==> config.mk <==
export PLATFORM = sky130hd
export DESIGN_NAME = regfile_mp_flat
export DESIGN_NICKNAME = d
export VERILOG_FILES = /design/src/rtl/regfile_mp_if.sv /design/src/rtl/regfile_mp.sv /design/src/flat_wrapper.sv
export SDC_FILE = /design/constraint.sdc
export NUM_CORES = 2
export LEC_CHECK = 0
export CORE_AREA = 3 3 484 486
export CTS_CLUSTER_SIZE = 28
export DETAILED_ROUTE_END_ITERATION = 10
export DIE_AREA = 0 0 487 489
export GPL_TIMING_DRIVEN = 0
export REMOVE_ABC_BUFFERS = 1
export SYNTH_ARGS = -nofsm -noshare
export SYNTH_HDL_FRONTEND = slang
export SYNTH_SLANG_ARGS = --single-unit
==> constraint.sdc <==
create_clock -name clk -period 20.3 [get_ports clk]
set_input_delay 3.045 -clock clk [delete_from_list [all_inputs] [get_ports clk]]
set_output_delay 3.045 -clock clk [all_outputs]
set_load 0.005 [all_outputs]
==> src/rtl/regfile_mp_if.sv <==
// Bus bundle for regfile_mp: write port, read ports, scoreboard set port and status.
interface regfile_mp_if #(
   parameter int unsigned XLEN  = 32,
   parameter int unsigned NREGS = 32,
   parameter int unsigned NREAD = 2
);
   localparam int unsigned AW = $clog2(NREGS);

   logic                  we;
   logic [AW-1:0]         wrAddr;
   logic [XLEN-1:0]       wrData;
   logic [NREAD*AW-1:0]   rdAddr;
   logic [NREAD*XLEN-1:0] rdData;
   logic [NREAD-1:0]      rdBusy;
   logic                  setBusy;
   logic [AW-1:0]         setAddr;
   logic [AW:0]           busyCount;

   // Producer side (decode/writeback)
   modport master (
      output we, wrAddr, wrData, rdAddr, setBusy, setAddr,
      input  rdData, rdBusy, busyCount
   );

   // Register file side
   modport slave (
      input  we, wrAddr, wrData, rdAddr, setBusy, setAddr,
      output rdData, rdBusy, busyCount
   );
endinterface

==> src/rtl/regfile_mp.sv <==
// Multi-read-port register file with optional write bypass, hardwired zero
// register and a pending-write scoreboard with a registered population count.
module regfile_mp #(
   parameter int unsigned XLEN     = 32,
   parameter int unsigned NREGS    = 32,
   parameter int unsigned NREAD    = 2,
   parameter int unsigned BYPASS   = 1,
   parameter int unsigned ZERO_REG = 1
) (
   input logic         clk,
   input logic         rst,
   regfile_mp_if.slave bus
);
   localparam int unsigned AW = $clog2(NREGS);
   localparam int unsigned CW = AW + 1;

   logic [XLEN-1:0] regs_q [NREGS];
   logic [XLEN-1:0] regs_d [NREGS];
   logic [NREGS-1:0] busy_q, busy_d;
   logic [CW-1:0]    busy_count_q, busy_count_d;

   logic [AW-1:0]         rd_addr_c [NREAD];
   logic [NREAD*XLEN-1:0] rd_data_c;
   logic [NREAD-1:0]      rd_busy_c;
   logic                  wr_zero_c;
   logic                  set_zero_c;

   // Writes and busy-sets aimed at the hardwired zero register are dropped
   assign wr_zero_c  = (ZERO_REG != 0) && (bus.wrAddr == '0);
   assign set_zero_c = (ZERO_REG != 0) && (bus.setAddr == '0);

   // Unpack per-port read indices
   for (genvar g = 0; g < NREAD; g++) begin : g_rd_addr
      assign rd_addr_c[g] = bus.rdAddr[g*AW +: AW];
   end

   // Next register contents
   always_comb begin
      regs_d = regs_q;
      if (bus.we && !wr_zero_c) begin
         regs_d[bus.wrAddr] = bus.wrData;
      end
   end

   // Next scoreboard: completing write clears, new producer sets (set wins)
   always_comb begin
      busy_d = busy_q;
      if (bus.we) begin
         busy_d[bus.wrAddr] = 1'b0;
      end
      if (bus.setBusy && !set_zero_c) begin
         busy_d[bus.setAddr] = 1'b1;
      end
      if (ZERO_REG != 0) begin
         busy_d[0] = 1'b0;
      end
   end

   // Population count of the next scoreboard so the count tracks the bits
   always_comb begin
      busy_count_d = '0;
      for (int i = 0; i < NREGS; i++) begin
         busy_count_d = busy_count_d + CW'(busy_d[i]);
      end
   end

   // State registers with synchronous active-low clear
   always_ff @(posedge clk) begin
      if (!rst) begin
         regs_q       <= '{default: '0};
         busy_q       <= '0;
         busy_count_q <= '0;
      end else begin
         regs_q       <= regs_d;
         busy_q       <= busy_d;
         busy_count_q <= busy_count_d;
      end
   end

   // Combinational read ports: stored value, then bypass, then zero override
   always_comb begin
      rd_data_c = '0;
      rd_busy_c = '0;
      for (int i = 0; i < NREAD; i++) begin
         rd_data_c[i*XLEN +: XLEN] = regs_q[rd_addr_c[i]];
         rd_busy_c[i]              = busy_q[rd_addr_c[i]];
         if ((BYPASS != 0) && bus.we && (bus.wrAddr == rd_addr_c[i])) begin
            rd_data_c[i*XLEN +: XLEN] = bus.wrData;
            rd_busy_c[i]              = 1'b0;
         end
         if ((ZERO_REG != 0) && (rd_addr_c[i] == '0)) begin
            rd_data_c[i*XLEN +: XLEN] = '0;
            rd_busy_c[i]              = 1'b0;
         end
      end
   end

   assign bus.rdData    = rd_data_c;
   assign bus.rdBusy    = rd_busy_c;
   assign bus.busyCount = busy_count_q;
endmodule

==> src/flat_wrapper.sv <==
// flat-port wrapper written by rule: the top's interface ports become plain ports
module regfile_mp_flat 
#(
   parameter int unsigned XLEN     = 32,
   parameter int unsigned NREGS    = 32,
   parameter int unsigned NREAD    = 2,
   parameter int unsigned BYPASS   = 1,
   parameter int unsigned ZERO_REG = 1
)
  (clk, rst, bus_we, bus_wrAddr, bus_wrData, bus_rdAddr, bus_setBusy, bus_setAddr, bus_rdData, bus_rdBusy, bus_busyCount);
  regfile_mp_if #(.XLEN(XLEN), .NREGS(NREGS), .NREAD(NREAD)) bus_i ();
  input logic clk;
  input logic rst;
  input wire logic [$bits(bus_i.we)-1:0] bus_we;
  input wire logic [$bits(bus_i.wrAddr)-1:0] bus_wrAddr;
  input wire logic [$bits(bus_i.wrData)-1:0] bus_wrData;
  input wire logic [$bits(bus_i.rdAddr)-1:0] bus_rdAddr;
  input wire logic [$bits(bus_i.setBusy)-1:0] bus_setBusy;
  input wire logic [$bits(bus_i.setAddr)-1:0] bus_setAddr;
  output wire logic [$bits(bus_i.rdData)-1:0] bus_rdData;
  output wire logic [$bits(bus_i.rdBusy)-1:0] bus_rdBusy;
  output wire logic [$bits(bus_i.busyCount)-1:0] bus_busyCount;
  assign bus_i.we = bus_we;
  assign bus_i.wrAddr = bus_wrAddr;
  assign bus_i.wrData = bus_wrData;
  assign bus_i.rdAddr = bus_rdAddr;
  assign bus_i.setBusy = bus_setBusy;
  assign bus_i.setAddr = bus_setAddr;
  assign bus_rdData = bus_i.rdData;
  assign bus_rdBusy = bus_i.rdBusy;
  assign bus_busyCount = bus_i.busyCount;
  regfile_mp #(.XLEN(XLEN), .NREGS(NREGS), .NREAD(NREAD), .BYPASS(BYPASS), .ZERO_REG(ZERO_REG)) u_core (.clk(clk), .rst(rst), .bus(bus_i));
endmodule
== After elaboration in Yosys (flattened, before gate mapping) ==
Cells that the tools add are included.

* Register bits: 1062
* Output and inout port bits: 72
* Logic and storage cells: 123

* Add/subtract/negate cells: 30
* Magnitude comparators: 10
* Eq/ne operators: 2
* Muxes and demuxes: 27
* Bitwise logic cells: 6
* Reductions and logical operators: 13

{| class="wikitable"
|+ Operators by type and width
! kind !! number
|-
| 1024-bit bitwise mux || 1
|-
| 32-bit two-way mux || 11
|-
| 32-bit binary-select mux with 5-bit select || 2
|-
| 6-bit by 1-bit adder with 6-bit output || 29
|-
| 32-bit demux with 5-bit select || 1
|-
| 32-bit AND || 1
|-
| 32-bit NOT || 1
|-
| 32-bit OR || 1
|-
| 5-bit by 6-bit < comparator with 1-bit output, second input constant || 4
|-
| 5-bit logical NOT || 4
|-
| 6-bit greater-or-equal comparator, second input constant || 3
|-
| 5-bit NOT with 6-bit output || 3
|-
| 1-bit binary-select mux with 5-bit select || 2
|-
| 1-bit demux with 5-bit select || 2
|-
| 5-bit equality test || 2
|-
| 5-bit by 1-bit greater-or-equal comparator with 1-bit output, second input constant || 2
|-
| 1-bit two-way mux || 8
|-
| 1-bit logical AND || 7
|-
| 6-bit by 1-bit < comparator with 1-bit output, second input constant || 1
|-
| 1-bit by 1-bit adder with 2-bit output || 1
|-
| 1-bit logical NOT || 2
|}

== Depth between registers and ports, before layout ==
* Depth after elaboration: 39
* Depth in mapped cells: 22
* Gate-level depth less buffers: 21

== Least setup slack after synthesis ==
OpenSTA, ideal clock, no wires.

* Path kind: input -> register
* From: in bus_wrAddr[4]
* To: reg u_core.busy_count_q[4] (netlist: u_core.bus.busyCount[4])
* Library setup time: 0.115 ns
* Arrival time: 8.552 ns
* Data required time: 20.185 ns
* Path slack: 11.633 ns
* Stages: 21
* Path buffers: 2
* Path through: clkbuf_1 > buf_2 > nor3b_1 > nand2_1 > a22o_1 > fa_1 > inv_1 > fa_1 > fa_1 > fa_1 > inv_1 > fa_1 > inv_1 > fa_1 > inv_1 > ha_1 > fa_1 > a21o_1 > a21oi_1 > xnor2_1 > and2_1

* Elaborated cells on any way between the ends: 40

{| class="wikitable"
|+ RTL lines
! item !! line !! source
|-
| start, declared || flat_wrapper.sv:15 || <nowiki>input wire logic [$bits(bus_i.wrAddr)-1:0] bus_wrAddr;</nowiki>
|-
| 5-bit by 6-bit < comparator with 1-bit output (implied by the code) or 5-bit by 1-bit greater-or-equal comparator with 1-bit output (tied branches) || regfile_mp.sv:49 || <nowiki>busy_d[bus.wrAddr] = 1'b0;</nowiki>
|-
| 1-bit logical AND (implied by the code) || regfile_mp.sv:49 ||
|-
| 1-bit two-way mux (implied by the code) || regfile_mp.sv:49 ||
|-
| 1-bit demux with 5-bit select * || - ||
|-
| 32-bit NOT (no line) * || - ||
|-
| 32-bit AND (no line) * || - ||
|-
| 32-bit two-way mux * || regfile_mp.sv:48 || <nowiki>if (bus.we) begin</nowiki>
|-
| 32-bit OR (no line) || - ||
|-
| 32-bit two-way mux * || regfile_mp.sv:51 || <nowiki>if (bus.setBusy && !set_zero_c) begin</nowiki>
|-
| via u_core.busy_d[19] || regfile_mp.sv:19 || <nowiki>logic [NREGS-1:0] busy_q, busy_d;</nowiki>
|-
| 6-bit by 1-bit adder with 6-bit output * (13 in a row) || regfile_mp.sv:63 || <nowiki>busy_count_d = busy_count_d + CW'(busy_d[i]);</nowiki>
|-
| end signal, assigned || regfile_mp.sv:76 || <nowiki>busy_count_q <= busy_count_d;</nowiki>
|-
| end, declared || regfile_mp.sv:20 || <nowiki>logic [CW-1:0] busy_count_q, busy_count_d;</nowiki>
|}

The timed path passes the listed nets; every way through them passes the cells marked *.
A chain may end at the register's enable or synchronous reset.

== Worst setup path after layout ==
* From: in bus_rdAddr[0]
* To: out bus_rdData[17]

* Cells in the longest elaborated chain, start to end: 6
* Elaborated cells on any way between the ends: 9

{| class="wikitable"
|+ Ends and longest elaborated chain
! item !! line !! source
|-
| start, declared || flat_wrapper.sv:17 || <nowiki>input wire logic [$bits(bus_i.rdAddr)-1:0] bus_rdAddr;</nowiki>
|-
| 5-bit NOT with 6-bit output (implied by the code) || regfile_mp.sv:85 || <nowiki>rd_data_c[i*XLEN +: XLEN] = regs_q[rd_addr_c[i]];</nowiki>
|-
| 32-bit binary-select mux with 5-bit select || regfile_mp.sv:85 ||
|-
| 32-bit two-way mux (implied by the code) (2 in a row) || regfile_mp.sv:85 ||
|-
| 32-bit two-way mux || regfile_mp.sv:87 || <nowiki>if ((BYPASS != 0) && bus.we && (bus.wrAddr == rd_addr_c[i])) begin</nowiki>
|-
| 32-bit two-way mux * || regfile_mp.sv:91 || <nowiki>if ((ZERO_REG != 0) && (rd_addr_c[i] == '0)) begin</nowiki>
|-
| end, declared || flat_wrapper.sv:20 || <nowiki>output wire logic [$bits(bus_i.rdData)-1:0] bus_rdData;</nowiki>
|}

Mark *: on every way between the ends. The rest lies on a longest branch, timed or not. The select of a mux whose other input is x is not followed.

==> results.md <==
* HP Start: u_core.regs_q[742]
* Core area at 0.230 sq mm
* Power Total at between 4 and 5 mW
* Slew margin rel. at under 10%
* EDFF count, synth at 0
* Area grow syn2layout at 14.1%
* Flop2flop setup slack at 14.92 ns
* Antenna Nets Post-Route at 0
* Crit end category: primary output
* Top cell type by total area after synthesis: dfxtp_1
* Worst Hold Class: flop to flop
* CTS root buffer: clkbuf_16
* Vias at between 40000 and 50000
* First-pass GRT wire length at ~340 mm
* Top FF cell, synth: dfxtp_1
* Crit path DAT at between 8 and 9 ns
* Grt total ovfl at 0
* Dpl hpwl at roughly 150 mm
* Routed WL at 242 mm
* Vias/cell at approximately 5.5
* Filler Cells Inserted at 23700
* Post-synthesis sequential area ratio at between 30 and 40%
* Fmax at slightly below 90 MHz
* Syn Area/Cell at 9.24 sq um
* Crit path top cell by count: buf_16
* Clk sinks at around 1100
* I/O pin total at 128
* Hold path depth at 2
* Die area at ~0.24 sq mm
* Clock transition at path regs at roughly 0.06 ns
* Worst-Skew Late Latency at about 0.73 ns
* Critical Path, Cell by Cell: buf_8, buf_16, buf_16, xnor2_1, nand4_1, o21ai_1, nor2_1, nor4_1, clkdlybuf4s50_1
* Num CTS Buffers at around 110
* Synth Warn # at 0
* Residual DRC count at 0
* Reg2Reg Depth at 18
* Nets at 5979
* Post-CTS sizing at 0
* Tmin final at between 10 and 15 ns
* Number of synthesized register bits at approximately 1100
* Top post-synthesis cells by area: dfxtp_1, mux4_2, nand2_1
* 1st-iter DRT viols at 6969
* CTS tree: built
* Fin. max-slew vios at 0
* RSZ-0062 raised after global routing: false
* WL/cell at 26.9 um
* Maximum buffer depth of the clock tree at 3
* Final Hold Viols at 0
* Setup repair bufs after CTS at 0
* Crit path kind: input port to primary output
* Ys async rst share at 0%
* WHS Endpoint: u_core.regs_q[742]
* DR pass1 iterations at 6
* Chip width at 487 um
* Mapped cell area at roughly 0.057 sq mm
* CTS hold repair buffers at 0
* Worst-Margin Slew at roughly 1.5 ns
* Run status: finished, final reports clean
* CP Launch Type: input port
* Peak ir drop on the vdd network at around 0.000066 V
* Initial Util at 24.9%
* Worst Path Required at around 17 ns
* Placer Congestion at 0.850
* Synth top cells by count: nand2_1, dfxtp_1, a21boi_0
* P_leak at 20.9 nW
* Proportion of layout cells with a drive suffix above 1 at between 10% and 20%
* Worst Path Max Fanout at 73
* RR Endpoint: u_core.bus.busyCount[4]
* Initial antenna violation count at 18
* Max-Cap Viols at 0
* Slowest cell on the critical path: nor4_1
* Die Span Y at around 500 um
* Vias in the first global route at between 40000 and 50000
* Worst r2r src: u_core.busy_q[2]
* Clk_skew at ~0.0059 ns
* Max stage delay on crit path at roughly 1.2 ns
* Total GRT Usage at between 10% and 20%
* Largest net degree at the start of global routing at 200
* Pwr dens at between 70 and 80 mW/mm^2
* Port-buffer cells at 127
* Top cell type's share of synthesized area at a little under two fifths
* Post-layout util at 28.4%
* H-tree level count at 3
* Cell row count at 176
* Syn Inst Count at about 6200
* Synth unique cells at 70
* Final period util at about 57%
* Finish-stage setup viols at 0
* Top-count cell post-synth: nand2_1
[metrics by stage]
step | setup TNS, ns | cells | instance area [sq um] | hold slack [ns] | setup slack (ns)
after floorplan | 0 | 5558 | 54200 | 0.440 | 11.41
after global placement | -6841.73 | 8711 | 59300 | 0.448 | -10.59
after detailed placement | 0 | 8808 | 61800 | 0.458 | 8.83
after CTS | 0 | 8997 | 65400 | 0.468 | 8.82
after global routing | 0 | 8999 | 65400 | 0.487 | 8.81
final | 0 | 9001 | 65400 | 0.467 | 8.79
[critical path, delay by kind of cell]
family | cells | cell delay, ns
buf+inv | 4 | 2.13
simple gates | 3 | 1.65
compound gates | 1 | 1.16
xor+xnor | 1 | 0.21
[where the power goes]
part           switching, mW  internal, mW
clock                  0.906          1.21
sequential            0.0113          2.10
combinational          0.329         0.184
[area by class of cell]
type,count,area [sq um],area share (%)
Clock inverter,37,514,0.786
Antenna cell,3,7.51,0.0115
Inverter,36,136,0.208
Sequential cell,1061,21200,32.5
Multi-Input combinational cell,4461,33300,50.8
Tap cell,3026,3790,5.79
Clock buffer,152,3140,4.79
Timing Repair Buffer,225,3360,5.14
[worst max path at each step]
stage | from | to | slack (ns) | cells past startpoint
3_3_place_gp | bus_rdAddr[0] | bus_rdData[24] | -10.59 | 7
3_5_place_dp | bus_rdAddr[0] | bus_rdData[17] | 8.83 | 9
5_1_grt | bus_rdAddr[0] | bus_rdData[17] | 8.81 | 9
2_1_floorplan | bus_wrAddr[2] | u_core.bus.busyCount[4] | 11.41 | 20
4_1_cts | bus_rdAddr[0] | bus_rdData[17] | 8.82 | 9
6_report | bus_rdAddr[0] | bus_rdData[17] | 8.79 | 9
[routing by layer]
layer | vias up | share of wire, % | GRT usage (%)
met3 | 983 | 11 | 5.06
li1 | 21100 | - | -
met1 | 24500 | 35 | 22.5
met2 | 3252 | 45 | 31.1
met4 | 16 | 8.7 | 14.7
met5 | - | 0.043 | 0
[state kept, by name, indices dropped and copies added (netlist names)]
signal,cells
u_core.regs_q,1024
u_core.busy_q,31
u_core.bus.busyCount,6
[logic make-up (layout without fill, tap and decap cells)]
| kind of cell | count (synthesis) | after routing | share of synthesized area, % |
|---|---|---|---|
| simple gates | 2384 | 2384 | 16.5 |
| compound gates | 1397 | 1397 | 18.1 |
| flops | 1061 | 1061 | 37.0 |
| buf+inv | 686 | 450 | 5.72 |
| mux | 636 | 636 | 21.4 |
| fa+ha+maj | 32 | 32 | 0.999 |
| xor+xnor | 12 | 12 | 0.183 |
| other cells | 0 | 3 | 0 |
[cell usage in the layout (no fill, tap or decap), types with 52 or more instances in the layout]
master and instances:
mux4_2 460, and2_1 52, dfxtp_1 1061, clkdlybuf4s50_1 103
nor2_1 53, a21boi_0 913, a21boi_1 79, clkbuf_16 107
o22ai_1 134, mux2i_1 133, buf_12 65, nand2_1 2043
(Power assumes the default switching activity.)
